### src/rtl/mem_access_unit.sv
// rtl/mem_access_unit.sv - MEM-stage data-memory access controller
// Runs one SRAM-like bus transaction per memory instruction, stalls until it completes, drains flushed accesses.
module mem_access_unit (
   input  logic        clk,
   input  logic        rst,
   input  logic        mem_valid,
   input  logic        mem_adv,
   input  logic        flush,
   input  logic        exc_any,
   input  logic        wmem,
   input  logic [3:0]  load_type,
   input  logic [3:0]  store_type,
   input  logic [31:0] addr,
   input  logic [31:0] wdata,
   output logic        data_req,
   output logic        data_wr,
   output logic [1:0]  data_size,
   output logic [31:0] data_addr,
   output logic [3:0]  data_wstrb,
   output logic [31:0] data_wdata,
   input  logic        data_addr_ok,
   input  logic        data_data_ok,
   input  logic [31:0] data_rdata,
   output logic        mem_stall,
   output logic [31:0] load_result,
   output logic        load_result_valid
);
   typedef enum logic [2:0] {
      S_IDLE  = 3'd0,
      S_REQ   = 3'd1,
      S_WAIT  = 3'd2,
      S_DONE  = 3'd3,
      S_DRAIN = 3'd4
   } state_t;

   state_t      state_q, state_d;
   logic        is_load, access;
   logic        wr_q, wr_d;
   logic [1:0]  size_q, size_d;
   logic [31:0] addr_q, addr_d;
   logic [3:0]  wstrb_q, wstrb_d;
   logic [31:0] wdata_q, wdata_d;
   logic [3:0]  ltype_q, ltype_d;
   logic [31:0] result_q, result_d;
   logic        rvalid_q, rvalid_d;
   logic [1:0]  req_size;
   logic [3:0]  req_wstrb;
   logic [31:0] req_wdata;
   logic [7:0]  rd_byte;
   logic [15:0] rd_half;
   logic [31:0] ext;

   assign is_load = (load_type >= 4'd1) && (load_type <= 4'd5);
   assign access  = mem_valid & ~exc_any & (wmem | is_load);

   // Request fields as presented by the EXE/MEM register; stores take priority over load_type
   always_comb begin
      req_size  = 2'd2;
      req_wstrb = 4'b0000;
      req_wdata = 32'h0;
      if (wmem) begin
         case (store_type)
            4'd1: begin
               req_size  = 2'd0;
               req_wstrb = 4'b0001 << addr[1:0];
               req_wdata = {4{wdata[7:0]}};
            end
            4'd2: begin
               req_size  = 2'd1;
               req_wstrb = addr[1] ? 4'b1100 : 4'b0011;
               req_wdata = {2{wdata[15:0]}};
            end
            4'd3: begin
               req_wstrb = 4'b1111;
               req_wdata = wdata;
            end
            default: req_wdata = wdata;
         endcase
      end else begin
         case (load_type)
            4'd1, 4'd2: req_size = 2'd0;
            4'd3, 4'd4: req_size = 2'd1;
            default:    req_size = 2'd2;
         endcase
      end
   end

   always_comb begin
      rd_byte = data_rdata[{addr_q[1:0], 3'b000} +: 8];
      rd_half = addr_q[1] ? data_rdata[31:16] : data_rdata[15:0];
      case (ltype_q)
         4'd1:    ext = {{24{rd_byte[7]}}, rd_byte};
         4'd2:    ext = {24'h0, rd_byte};
         4'd3:    ext = {{16{rd_half[15]}}, rd_half};
         4'd4:    ext = {16'h0, rd_half};
         default: ext = data_rdata;
      endcase
   end

   always_ff @(posedge clk or posedge rst) begin
      if (rst) begin
         state_q  <= S_IDLE;
         wr_q     <= 1'b0;
         size_q   <= 2'd0;
         addr_q   <= 32'h0;
         wstrb_q  <= 4'h0;
         wdata_q  <= 32'h0;
         ltype_q  <= 4'h0;
         result_q <= 32'h0;
         rvalid_q <= 1'b0;
      end else begin
         state_q  <= state_d;
         wr_q     <= wr_d;
         size_q   <= size_d;
         addr_q   <= addr_d;
         wstrb_q  <= wstrb_d;
         wdata_q  <= wdata_d;
         ltype_q  <= ltype_d;
         result_q <= result_d;
         rvalid_q <= rvalid_d;
      end
   end

   // A flush seen with the request outstanding sends the FSM to DRAIN so the orphan response is swallowed
   always_comb begin
      state_d = state_q;
      case (state_q)
         S_IDLE:  if (access && !flush) state_d = S_REQ;
         S_REQ:   if (flush) state_d = S_IDLE;
                  else if (data_addr_ok) state_d = S_WAIT;
         S_WAIT:  if (data_data_ok) state_d = flush ? S_IDLE : S_DONE;
                  else if (flush) state_d = S_DRAIN;
         S_DONE:  if (mem_adv || flush) state_d = S_IDLE;
         S_DRAIN: if (data_data_ok) state_d = S_IDLE;
         default: state_d = S_IDLE;
      endcase
   end

   always_comb begin
      wr_d     = wr_q;
      size_d   = size_q;
      addr_d   = addr_q;
      wstrb_d  = wstrb_q;
      wdata_d  = wdata_q;
      ltype_d  = ltype_q;
      result_d = result_q;
      rvalid_d = rvalid_q;
      if (state_q == S_IDLE && state_d == S_REQ) begin
         wr_d    = wmem;
         size_d  = req_size;
         addr_d  = addr;
         wstrb_d = req_wstrb;
         wdata_d = req_wdata;
         ltype_d = load_type;
      end
      if (state_q == S_WAIT && state_d == S_DONE && !wr_q) begin
         result_d = ext;
         rvalid_d = 1'b1;
      end
      if (state_q == S_DONE && state_d != S_DONE) rvalid_d = 1'b0;
   end

   always_comb begin
      data_req  = (state_q == S_REQ) & ~flush;
      mem_stall = access & (state_q != S_DONE);
   end

   assign data_wr           = wr_q;
   assign data_size         = size_q;
   assign data_addr         = addr_q;
   assign data_wstrb        = wstrb_q;
   assign data_wdata        = wdata_q;
   assign load_result       = result_q;
   assign load_result_valid = rvalid_q;
endmodule
### config.mk
export PLATFORM = sky130hd
export DESIGN_NAME = mem_access_unit
export DESIGN_NICKNAME = d
export VERILOG_FILES = /design/src/rtl/mem_access_unit.sv
export SDC_FILE = /design/constraint.sdc
export NUM_CORES = 1
export LEC_CHECK = 0
export CAP_MARGIN = 20
export CORE_ASPECT_RATIO = 1.2
export CORE_MARGIN = 2
export CORE_UTILIZATION = 46
export DETAILED_ROUTE_END_ITERATION = 7
export PLACE_DENSITY = 0.9
export SLEW_MARGIN = 25
export SYNTH_ARGS = -nofsm -noshare
export SYNTH_HDL_FRONTEND = slang
export SYNTH_SLANG_ARGS = --single-unit
### constraint.sdc
create_clock -name clk -period 10 [get_ports clk]
set_input_delay 1 -clock clk [delete_from_list [all_inputs] [get_ports clk]]
set_output_delay 1 -clock clk [all_outputs]
set_load 0.005 [all_outputs]
==> impl_metrics.yaml, run 1 <==
sta:
  period_share_pct: 40.15
  hold_viol: 0
  setup_viol: 0
  worstMarginPinSlew_ns: 0.8934
  fin_skew_ns: 0.01352
  rsz0062_at_grt: "false"
  setup-tns-final_ns: 0
  fmax_mhz: 249.1
  slew-limit-headroom_pct: 40.32
  maxSlewViolCount: 0
  finalCriticalPeriod_ns: 4.015
cts:
  cts_buffer_depth: 2
  root_buffer: "clkbuf_16"
  clk_pin_slew_ns: 0.08
  holdBufCountCts: 0
  cts_setup_buffers: 0
  clock-sinks: 111
  clk_latency_ns: 0.35
  cts_htree_levels: 3
  cts_made_buffers: 9
  cts_tree: "yes"
  post_cts_resized: 0
grt:
  grt_pass1_wl_um: 23890
  grt-ovfl-total: 0
  antenna_found_initial: 0
  grt_max_degree: 79
  grt_pass1_vias: 4717
  grt_usage_pct: 25.51
synth:
  synth_cells: 491
  syn_nets: 604
  avgSynthCellArea_um2: 10.44
  synthArstFlopShare_pct: 100.0
  seq_area_frac_synth_pct: 54.17
  synth_flop_cell: "dfrtp_1"
  synth_area_um2: 5127
  synth_seq_cells: 111
  synth_warnings: 0
  synth_cell_types: 44
  synth_edf_count: 0
floorplanning:
  initial_core_util_pct: 46.91
  die_h_um: 119.7
  num_io_pins: 219
  die-area_um2: 12010
  core-area_um2: 10930
  rows: 42
  fp.dieW_um: 100.4
finish:
  final_cell_count_no_fill: 828
  syn_to_final_growth_pct: 50.02
  final_net_count: 804
  n_antenna_cell: 0
  layout_common_cells: "clkdlybuf4s50_1, dfrtp_1, nand2_1"
  drive_above_1_share_pct: 9.626
  mostFrequentLayoutCell: "clkdlybuf4s50_1"
routing:
  wl_per_cell_um: 18.22
  detail-route-antenna-nets: 0
  drc: 0
  wl_um: 15090
  drt_iter0_markers: 294
  first_pass_iters: 8
  vias_per_cell: 5.611
  vias: 4646
pwr:
  pwr_density_cell_nw_per_um2: 185.8
  total_power_mw: 1.429
  p_leak_nw: 3.175
  ir_drop_v: 0.00008350
placed_design:
  dpl.cell_count: 812
  io_buffer_count: 218
  gp_congestion: 0.9082
  dp_hpwl_um: 11290
critical_path:
  worst-path-buf-inv: 2
  cp_cell_sequence: "clkdlybuf4s50_1 > or4_1 > o2111a_1 > clkdlybuf4s50_1"
  cpMostUsedCell: "clkdlybuf4s50_1"
  critical_path_class: "primary input to primary output"
  slowest_stage: "or4_1"
  critPathMaxFanout: 15
  r2r_slack_ns: 7.56
  cp.arrival_ns: 3.01
  cp.required_ns: 9.00
  critical-path-top-delay-family: "buffers and inverters"
  max_stage_delay_ns: 0.71
  cp-start-kind: "primary input"
  endpoint_kind: "primary output"
run:
  drv_cap: 0
outcome:
  status: "finished, final reports clean"
worst_hold_path:
  min_path_type: "flop to flop"
layout make-up:
| type | instances | area (um^2) |
|---|---|---|
| fillers | 790 | 3238 |
| repair buffers | 223 | 2220 |
| multi-input cells | 342 | 2198 |
| inverters | 4 | 17.52 |
| clock inverters | 6 | 75.07 |
| well taps | 132 | 165.2 |
| clock buffers | 10 | 239.0 |
| flip-flops and latches | 111 | 2778 |
worst register-to-register path, stage by stage (launching register included):
cell       delay (ns)
dfrtp_1          0.46
nor4_2           0.42
o2111ai_4        0.32
a2111o_1         0.46
buf_4            0.32
o31ai_1          0.37
state kept, by name, summed over array words and instances, names as in the netlist:
name / cells
data_addr: 32
data_wdata: 32
load_result: 32
data_wstrb: 4
ltype_q: 4
state_q: 3
data_size: 2
data_wr: 1
load_result_valid: 1
path summary, 6_finish.rpt:
kind                                 from        endpoint  depth (start not counted)
max                                  wmem       mem_stall                          4
min                        data_wdata[28]  data_wdata[28]                          2
max reg2reg                    state_q[1]  load_result[3]                          5
min reg2reg                data_wdata[28]  data_wdata[28]                          2
max in group asynchronous             rst  data_wdata[15]                          3
min in group asynchronous             rst   data_addr[17]                          2
logic make-up after synthesis:
family	share of synthesized area, %
AO/OA/AOI/OAI	18.33
AND/OR/NAND/NOR	12.30
flip-flops	54.17
multiplexers	11.62
buffers and inverters	3.245
XOR/XNOR	0.3417
power breakdown:
part,internal (mW),leakage (nW),switching (mW)
combinational,0.280,1.59,0.174
clock,0.205,0.152,0.169
sequential,0.535,1.43,0.0659
synth_stat cells, types with 7 or more instances:
master / instances / area, um^2
nand2_1: 74 / 277.8
clkbuf_1: 13 / 48.80
mux2i_1: 10 / 100.1
a22o_1: 20 / 175.2
o21ai_0: 27 / 135.1
nor2_1: 37 / 138.9
a221oi_1: 7 / 61.31
nor3_1: 8 / 40.04
o21ai_1: 28 / 140.1
o22ai_1: 8 / 50.05
dfrtp_1: 111 / 2778
buf_2: 19 / 95.09
a21oi_1: 27 / 135.1
mux2_2: 39 / 439.2
through the flow:
stage | hold WS (ns) | util (%) | setup WS [ns] | area [um^2]
global route | 0.5033 | 70.38 | 5.885 | 7692
finish | 0.4849 | 70.38 | 5.985 | 7692
detailed placement | 0.4662 | 67.50 | 5.974 | 7378
floorplan | 0.4726 | - | 6.069 | 5127
CTS | 0.4880 | 70.38 | 5.977 | 7692
global placement | 0.4631 | 67.50 | 6.003 | 7378
per-layer routing:
layer / vias up / wire (um) / GRT usage [%]
li1: 2164 / - / -
met1: 2220 / 5806 / 30.70
met2: 240 / 7779 / 44.55
met3: 22 / 1204 / 6.115
met4: 0 / 298 / 8.562
met5: - / 0 / 0
Note: power is estimated with default switching activity, not from simulation.
==> run 2: changes to the inputs <==
--- a/config.mk
+++ b/config.mk
@@ -8,9 +8,9 @@
 export CAP_MARGIN = 20
 export CORE_ASPECT_RATIO = 1.2
 export CORE_MARGIN = 2
-export CORE_UTILIZATION = 46
+export CORE_UTILIZATION = 39
 export DETAILED_ROUTE_END_ITERATION = 7
-export PLACE_DENSITY = 0.9
+export PLACE_DENSITY = 0.82
 export SLEW_MARGIN = 25
 export SYNTH_ARGS = -nofsm -noshare
 export SYNTH_HDL_FRONTEND = slang
==> constraint.sdc (replaced) <==
create_clock -name clk -period 3.5 [get_ports clk]
set_input_delay 0.35 -clock clk [delete_from_list [all_inputs] [get_ports clk]]
set_output_delay 0.35 -clock clk [all_outputs]
set_load 0.005 [all_outputs]
==> run 2 against run 1 <==
  * Count of clock-buffer cells in the layout did not move
  * Sequential share of layout area shrank 0.16 points
  * First-iteration DRC count shrank 1.7%
  * Clock power grew to 2.6 times the previous value
  * Routed wire length increased by 2.0%
  * Die area up 17%
  * Power grew to 2.8 times the previous value
  * Flip-flop and latch count unchanged
  * Via count is 0.71% higher
  * Clock skew is 0.0035 ns lower
  * Global-route usage is 3.7 points lower
  * Highest routed layer unchanged
==> impl_metrics.yaml, run 2 (synthesized netlist as in run 1, its figures left out) <==
routing:
  drc: 0
  vias: 4679
  detail-route-antenna-nets: 0
  wl_um: 15390
  drt_iter0_markers: 289
  vias_per_cell: 5.428
  wl_per_cell_um: 17.85
  first_pass_iters: 5
critical_path:
  critical_path_class: "flop to flop"
  cp.required_ns: 3.69
  endpoint_kind: "flop"
  reg2reg_to: "load_result[14]"
  rr_worst_depth: 5
  r2r_slack_ns: 0.87
  critPathMaxFanout: 64
  startpoint: "state_q[1]"
  reg2reg_from: "state_q[1]"
  cp-start-kind: "flop"
  cp.arrival_ns: 2.82
cts:
  cts_buffer_depth: 2
  clock-sinks: 111
  clk_pin_slew_ns: 0.08
  holdBufCountCts: 0
  post_cts_resized: 0
  cts_setup_buffers: 0
  cts_tree: "yes"
  cts_made_buffers: 9
  root_buffer: "clkbuf_16"
  clk_latency_ns: 0.35
  cts_htree_levels: 3
pwr:
  ir_drop_v: 0.0002387
  p_leak_nw: 3.174
  internal_power_mw: 2.827
  seq_power_share_pct: 43.0
  switching_share_pct: 29.33
  total_power_mw: 4.001
  combPwrFrac_pct: 32.5
  pwr_density_cell_nw_per_um2: 517.8
  clkPwrFrac_pct: 24.5
  power_switching_mw: 1.173
finish:
  n_antenna_cell: 0
  drive_above_1_share_pct: 9.885
  mostFrequentLayoutCell: "clkdlybuf4s50_1"
  syn_to_final_growth_pct: 50.68
  final_net_count: 806
  fin_area_um2: 7726
  layout_common_cells: "clkdlybuf4s50_1, dfrtp_1, nand2_1"
worst_hold_path:
  min_path_type: "flop to flop"
  hold-path-cell-count: 2
  worstHoldEndpoint: "data_wdata[13]"
  worstHoldStart: "data_wdata[13]"
sta:
  slew-limit-headroom_pct: 36.11
  fin_skew_ns: 0.01002
  fmax_mhz: 380.1
  worstMarginPinSlew_ns: 0.9583
  rsz0062_at_grt: "false"
  setup_viol: 0
  period_share_pct: 75.17
  maxSlewViolCount: 0
  holdWs_ns: 0.4794
  setup-tns-final_ns: 0
  finalCriticalPeriod_ns: 2.631
  hold_viol: 0
grt:
  grt_usage_pct: 21.77
  grt_max_degree: 66
  grt_pass1_wl_um: 23990
  grt-ovfl-total: 0
  grt_pass1_vias: 4642
  antenna_found_initial: 0
floorplanning:
  die-area_um2: 14080
  core-area_um2: 12720
  die_h_um: 129.6
  rows: 45
  num_io_pins: 219
  fp.dieW_um: 108.7
  initial_core_util_pct: 40.29
outcome:
  status: "finished, final reports clean"
placed_design:
  io_buffer_count: 218
  dp_hpwl_um: 11460
  gp_congestion: 0.8784
  dpl_cell_area_um2: 7447
run:
  drv_cap: 0
## run 2: metrics by stage
| stage | util [%] | setup WS, ns | cells |
|---|---|---|---|
| finish | 60.72 | 0.8692 | 862 |
| global route | 60.72 | 0.6168 | 862 |
| CTS | 60.72 | 0.8769 | 862 |
| detailed placement | 58.53 | 0.5783 | 846 |
| global placement | 58.53 | 0.6647 | 846 |
| floorplan | - | 0.2193 | 491 |
## run 2: per-layer routing
metal	GRT usage (%)	up-vias	wire length [um]
met5	0	-	0
met4	6.787	0	280
met3	5.986	24	1374
met2	36.99	249	7669
met1	26.94	2235	6065
li1	-	2171	-
## run 2: area by class of cell
type,instances,area [um^2]
fillers,1060,4999
clock buffers,10,229.0
multi-input cells,342,2200
repair buffers,225,2247
clock inverters,6,50.05
flip-flops and latches,111,2778
inverters,4,17.52
well taps,164,205.2
## run 2: worst max-delay path, cell delays in order, from the launching register on
cell and delay, ns:
dfrtp_1 0.46, nor4_2 0.42, o2111ai_4 0.37, a2111o_2 0.91
nand2_1 0.20, o21ai_1 0.09
## run 2: power groups by stage
stage	sequential [mW]	combinational, mW	clock (mW)
2_1_floorplan	1.70	0.567	0
6_report	1.72	1.30	0.979
3_5_place_dp	1.74	1.31	0
3_3_place_gp	1.73	1.28	0
5_1_grt	1.75	1.41	1.06
4_1_cts	1.72	1.31	1.01
## run 2: worst max-delay path by stage
stage / endpoint / slack [ns]
floorplan: data_addr[0] / 0.22
detailed placement: load_result[3] / 0.58
global placement: load_result[6] / 0.66
finish: load_result[14] / 0.87
global route: load_result[6] / 0.62
CTS: load_result[6] / 0.88
